$ cat src/rtl/serial2parallel_pkg.sv
// serial2parallel_pkg: shared state type and frame length helper.
// Define S2P_PARITY_EN to append an even-parity bit to every frame.
package serial2parallel_pkg;

  typedef enum logic [1:0] {
    IDLE,
    SHIFT,
    PARITY
  } s2p_state_t;

  function automatic int frame_len(input int data_w);
`ifdef S2P_PARITY_EN
    return data_w + 1;
`else
    return data_w;
`endif
  endfunction

endpackage

$ cat src/rtl/s2p_shift_core.sv
// s2p_shift_core: serial shifter, bit counter and bit-order mux.
// word shows the value including the bit sampled on this edge.
module s2p_shift_core
  import serial2parallel_pkg::*;
#(
  parameter int DATA_W    = 8,
  parameter bit MSB_FIRST = 1'b1
) (
  input  logic              clk,
  input  logic              rst,
  input  logic              shift_en,
  input  logic              clear,
  input  logic              din,
  output logic [DATA_W-1:0] word,
  output logic              frame_done
);

  localparam int CNT_W = $clog2(DATA_W + 1);

  logic [DATA_W-1:0] shreg;
  logic [DATA_W-1:0] shifted;
  logic [CNT_W-1:0]  bit_cnt;

  always_comb begin
    if (MSB_FIRST) begin
      shifted = {shreg[DATA_W-2:0], din};
    end else begin
      shifted = {din, shreg[DATA_W-1:1]};
    end
  end

  assign word       = shift_en ? shifted : shreg;
  assign frame_done = shift_en &&
                      (bit_cnt == CNT_W'(DATA_W - 1));

  // clear wins over shift so a finished frame leaves a blank shifter
  always_ff @(posedge clk) begin
    if (rst || clear) begin
      shreg   <= '0;
      bit_cnt <= '0;
    end else if (shift_en) begin
      shreg   <= shifted;
      bit_cnt <= bit_cnt + CNT_W'(1);
    end
  end

endmodule

$ cat src/rtl/serial2parallel_gen.sv
// serial2parallel_gen: DATA_W-bit deserializer with ready/valid output.
// Define S2P_PARITY_EN for a trailing even-parity bit per frame.
module serial2parallel_gen
  import serial2parallel_pkg::*;
#(
  parameter int DATA_W    = 8,
  parameter bit MSB_FIRST = 1'b1,
  parameter bit GAP_RESET = 1'b1
) (
  input  logic              clk,
  input  logic              rst,
  input  logic              din_serial,
  input  logic              din_valid,
  input  logic              dout_ready,
  output logic [DATA_W-1:0] dout_parallel,
  output logic              dout_valid,
  output logic              overflow,
  output logic              parity_err
);

  s2p_state_t        state;
  logic              shift_en;
  logic              clear;
  logic              done;
  logic              gap;
  logic              frame_done;
  logic [DATA_W-1:0] word;

  assign gap = GAP_RESET && !din_valid && (state != IDLE);

  always_comb begin
    shift_en = din_valid && (state != PARITY);
`ifdef S2P_PARITY_EN
    done = din_valid && (state == PARITY);
`else
    done = frame_done;
`endif
    clear = done || gap;
  end

  s2p_shift_core #(
    .DATA_W   (DATA_W),
    .MSB_FIRST(MSB_FIRST)
  ) u_core (
    .clk       (clk),
    .rst       (rst),
    .shift_en  (shift_en),
    .clear     (clear),
    .din       (din_serial),
    .word      (word),
    .frame_done(frame_done)
  );

`ifdef S2P_PARITY_EN
  logic par_bad;
  assign par_bad = (^word) ^ din_serial;
`else
  assign parity_err = 1'b0;
`endif

  always_ff @(posedge clk) begin
    if (rst) begin
      state         <= IDLE;
      dout_parallel <= '0;
      dout_valid    <= 1'b0;
      overflow      <= 1'b0;
`ifdef S2P_PARITY_EN
      parity_err    <= 1'b0;
`endif
    end else begin
      unique case (state)
        IDLE: begin
          if (din_valid) state <= SHIFT;
        end
        SHIFT: begin
          if (frame_done) begin
`ifdef S2P_PARITY_EN
            state <= PARITY;
`else
            state <= IDLE;
`endif
          end else if (gap) begin
            state <= IDLE;
          end
        end
        PARITY: begin
          if (done || gap) state <= IDLE;
        end
        default: state <= IDLE;
      endcase

      overflow <= 1'b0;
      if (done) begin
        if (!dout_valid || dout_ready) begin
          dout_parallel <= word;
          dout_valid    <= 1'b1;
`ifdef S2P_PARITY_EN
          parity_err    <= par_bad;
`endif
        end else begin
          overflow <= 1'b1;
        end
      end else if (dout_valid && dout_ready) begin
        dout_valid <= 1'b0;
      end
    end
  end

endmodule
$ cat config.mk
export PLATFORM = sky130hd
export DESIGN_NAME = serial2parallel_gen
export DESIGN_NICKNAME = d
export VERILOG_FILES = /design/src/rtl/serial2parallel_pkg.sv /design/src/rtl/s2p_shift_core.sv /design/src/rtl/serial2parallel_gen.sv
export SDC_FILE = /design/constraint.sdc
export NUM_CORES = 1
export LEC_CHECK = 0
export ABC_AREA = 0
export CAP_MARGIN = 20
export CORE_MARGIN = 4
export CORE_UTILIZATION = 54
export CTS_CLUSTER_DIAMETER = 60
export DETAILED_ROUTE_END_ITERATION = 16
export PLACE_DENSITY = 0.81
export SLEW_MARGIN = 20
export SYNTH_ARGS = -nofsm -noshare
export SYNTH_HDL_FRONTEND = slang
export SYNTH_SLANG_ARGS = --single-unit
$ cat constraint.sdc
create_clock -name clk -period 2.5 [get_ports clk]
set_clock_uncertainty 0.2 [all_clocks]
set_input_delay 0.375 -clock clk [delete_from_list [all_inputs] [get_ports clk]]
set_output_delay 0.375 -clock clk [all_outputs]
set_load 0.02 [all_outputs]
======== Word level (Yosys, flattened, before mapping) ========
Index checks and enable logic that the tools add are counted.
operators by class
  add/sub/neg operators ................... 1
  equal/unequal tests ..................... 8
  muxes and demuxes ....................... 10
  bitwise operators ....................... 1
  reductions and logical operators ........ 16
operators by type and width
  kind                                                   count
  2-to-1 mux 2 bit                                       4
  2-to-1 mux 8 bit                                       1
  case mux 2 bit (3 select lines)                        1
  adder 4 x 1 -> 4 bit, second input constant            1
  equality test 4 x 3 -> 1 bit, second input constant    1
  logical AND 1 bit                                      4
  2-to-1 mux 1 bit                                       4
  inequality test 2 x 1 -> 1 bit, second input constant  2
  inequality test 2 bit, second input constant           2
  AND reduction 2 bit                                    2
  nonzero test 2 bit                                     2
  logical OR 1 bit                                       3
  inequality test 3 bit, second input constant           1
  AND reduction 3 bit                                    1
  equality test 2 x 1 -> 1 bit, second input constant    1
  equality test 2 bit, second input constant             1
  zero test 1 bit                                        2
  zero test 2 bit                                        1
  OR reduction 2 bit                                     1
  NOT 1 bit                                              1
storage, ports and cells
  register bits ........................... 24
  output and inout port bits .............. 11

======== Longest topological paths before layout ========
  word-level depth ........................ 6
  gate-level depth with buffers ........... 5
  depth with buffers taken out ............ 4

======== Modules after synthesis ========
A second synthesis with hierarchy kept.
second synthesis, totals
  cell total of the unflattened synthesis .. 92
  area, all modules ....................... 1033.5 µm²
modules (own cells, without submodules)
  module               instances  cells each  area an instance (µm²)
  s2p_shift_core       1          44          534.3
  serial2parallel_gen  1          48          499.2

======== Least setup slack after synthesis ========
OpenSTA, ideal clock, no wires.
  path kind ............................... reg-to-reg
  from .................................... reg u_core.bit_cnt[0]
  to ...................................... reg dout_parallel[0]
  library setup time ...................... 72 ps
  arrival ................................. 1136 ps
  setup slack ............................. 1093 ps
  cell stages (with the launch flop) ...... 6
  buffers on the path ..................... 1
  period minus slack after synthesis ...... 1407 ps
  cells stage by stage .................... dfxtp_1 -> ha_1 -> nand4b_4 -> nor2b_4 -> buf_8 -> mux2i_1
between the ends
  cells in the longest elaborated chain, start to end .. 3
ends and longest elaborated chain
  element                        line                       source
  from (decl)                    s2p_shift_core.sv:22       logic [CNT_W-1:0] bit_cnt;
  from (signal assigned)         s2p_shift_core.sv:43       bit_cnt <= bit_cnt + CNT_W'(1);
  equality test 4 x 3 -> 1 bit   s2p_shift_core.sv:34       (bit_cnt == CNT_W'(DATA_W - 1));
  logical AND 1 bit              s2p_shift_core.sv:33       assign frame_done = shift_en &&
  AND reduction 2 bit (no line)  n/a
  to (signal assigned)           serial2parallel_gen.sv:95  dout_parallel <= word;
  to (decl)                      serial2parallel_gen.sv:15  output logic [DATA_W-1:0] dout_parallel,
No other way between the ends.
A chain may end at the register's enable or synchronous reset.

======== Final worst setup path ========
  from .................................... reg dout_parallel[5]
  to ...................................... out dout_parallel[5]
No word-level cell between the ends.

==> impl_results.md <==
* Most common cell after layout, fill and taps aside: dfxtp_1
* Final Util at 68.9%
* Crit end category: primary output
* Met2 Wirelength at 684 um
* Cell Chain, Critical Path: clkdlybuf4s50_1
* Final #Nets at 109
* CP max stage cell: clkdlybuf4s50_1
* I/O Buffers at 14
* Area contributors post-synth: dfxtp_1 47%, mux2i_1 17%, nand2b_1 12%
* Status: complete, no violations
* Gate count of the mapped netlist at 89
* Commonest non-fill, non-tap cells in the layout: 22 x dfxtp_1, 18 x nand2b_1, 16 x mux2i_1
* WP buf/inv at 1
* Highest routed layer: met4
* Top cell type by total area after synthesis: dfxtp_1
* Post-synth cell types at 19
* Flop2flop setup slack at 0.90 ns
* Yosys top cell area share at 46.8%
* CP max stage delay at 0.61 ns
* Startpoint types: flop
* Hold WC Path Type: reg2reg
* FILL cells at roughly 130
* Synth warn at 0
* Clk slew on worst S/H paths at 0.11 ns
* Register bit total from synthesis at 22
* Crit path max fanout at 2
* Post-CTS setup buffer count at 0
* WP data required at 1.92 ns
* WP data arrival at 1.27 ns
* CP Launch Point: dout_parallel[5]$_SDFFE_PP0P_
* Post-DP HPWL at 1.04 mm
* Seq/Total Area, Yosys at between 40% and 50%
* M1 WL at 674 um
* N_diodes at 0
* H-tree levels at 1
* Final setup TNS at 0 ns
* Initial antenna violation count at 0
* Clock sinks at 22
* Starting DRC count in detailed routing at 5
* Cell row count at 14
* Die H at 49.7 um
* Root buffer cell: clkbuf_4
* Share of post-route cells with drive strength above 1 at 6.93%
* Crit-path leading delay family: buffers and inverters
* Core box area at 1580 um2
* Final ANT Viol Nets at 0
* WL/cell at between 10 and 15 um
* Width of the die at 49.7 um
* Post-layout minimum cycle time at 1.84 ns
* Total grt overflow at 0
* Vias per cell at 5.21
* Io pins at 16
* Avg Inst Size Synth at 10.6 um2
* Hold_buf cts at 0
* Vias in the first global route at 606
* DR vias at 610
* P&R area growth vs syn at 15.4%
* Period utilization at 73.7%
* Starting Density at 59.7%
* WL final at 1.42 mm
* Max Clk Rate at 542 MHz
* Final Hold Viols at 0
* GRT Resource Usage Total at 14.0%
* Largest net degree at the start of global routing at 21
* GPL Wtd Cong at around 0.69
* Post-Syn Area at 941 um2
* Slew Viols, Final at 0
* Pre-antenna DRT Iters at 4
* Synthesized net count at 95
* Post-CTS resize count at 0
* Clk_lat worst skew at 0.29 ns
* RSZ-0062 raised after global routing: no
* Pwr/cell area at ~510 nW/um2
* Max rail drop VDD at 0.000329 V
* Lkg Pwr at 0.000425 uW
* Setup violators final at 0
* Hold wc startpoint: u_core.shreg[6]$_SDFF_PP0_
* FF-to-FF Start: u_core.bit_cnt[0]$_SDFFE_PP0P_
* Residual DRC at 0
* CP Class: reg2out
* Die Area at 2470 um2
* Met3 WL at between 40 and 50 um
* CTS tree: done
* Clock buffer depth at 2
* Inserted Clock Buffers at 3
* Max_cap viols at 0
* Global-route wire length before repair at 2.62 mm
==> cell type report <==
type,count,area (um2),share of cell area (%)
Multi-Input combinational cell,60,448,41.2
Sequential cell,22,440,40.6
Timing Repair Buffer,16,155,14.3
Clock buffer,3,22.5,2.07
Tap cell,16,20.0,1.84
==> kinds of logic after synthesis <==
| kind of cell | after synthesis | share of synthesized area (%) |
|---|---|---|
| other | 1 | 0.399 |
| XOR/XNOR | 3 | 2.79 |
| adder cells (fa/ha/maj) | 1 | 1.33 |
| buffers and inverters | 7 | 5.59 |
| flip-flops | 22 | 46.8 |
| multiplexers | 16 | 17.0 |
| AO/OA/AOI/OAI | 2 | 1.06 |
| AND/OR/NAND/NOR | 37 | 25.0 |
==> through the flow <==
stage / hold WS (ns) / instance area, um2 / std cells / total power (uW) / setup slack, ns
floorplan: 0.251 / 941 / 89 / 399 / 1.09
global placement: 0.258 / 1060 / 114 / 407 / 0.594
detailed placement: 0.262 / 1060 / 114 / 408 / 0.541
CTS: 0.283 / 1090 / 117 / 562 / 0.632
global route: 0.310 / 1090 / 117 / 583 / 0.604
finish: 0.277 / 1090 / 117 / 552 / 0.656
==> synth_stat cells <==
cell type / n
ha_1: 1
mux2i_1: 16
nand2b_1: 18
nor3b_1: 2
nor2b_4: 1
dfxtp_1: 22
clkbuf_1: 2
conb_1: 1
buf_8: 1
xor2_1: 2
and4b_1: 1
xnor2_1: 1
a21oi_1: 2
nand4_1: 1
nor2_1: 11
nor3_1: 1
buf_4: 4
nand3b_1: 1
nand4b_4: 1
==> routing by layer <==
layer,track usage [%],up-vias
met5,0,-
met4,9.22,0
met3,3.92,2
met2,22.5,7
met1,16.2,284
li1,-,317
==> power breakdown <==
part	leakage (uW)	total [uW]	internal, uW	switching, uW
Sequential	0.000178	360	356	4.57
Combinational	0.000233	39.3	20.8	18.5
Clock	0.0000138	152	56.1	96.2
Total	0.000425	552	433	119
==> sequential cells by signal, indices dropped and copies added (netlist names) <==
name / cells
u_core.bit_cnt: 4
overflow: 1
u_core.shreg: 7
state: 1
dout_valid: 1
dout_parallel: 8
==> worst paths after layout <==
kind | end | cells after the start
hold reg to reg | dout_parallel[7]$_SDFFE_PP0P_ | 2
setup / recovery | dout_parallel[5] | 1
setup reg to reg | dout_parallel[4]$_SDFFE_PP0P_ | 4
hold / removal | dout_parallel[7]$_SDFFE_PP0P_ | 2
Power figures use the tool's default switching activity.
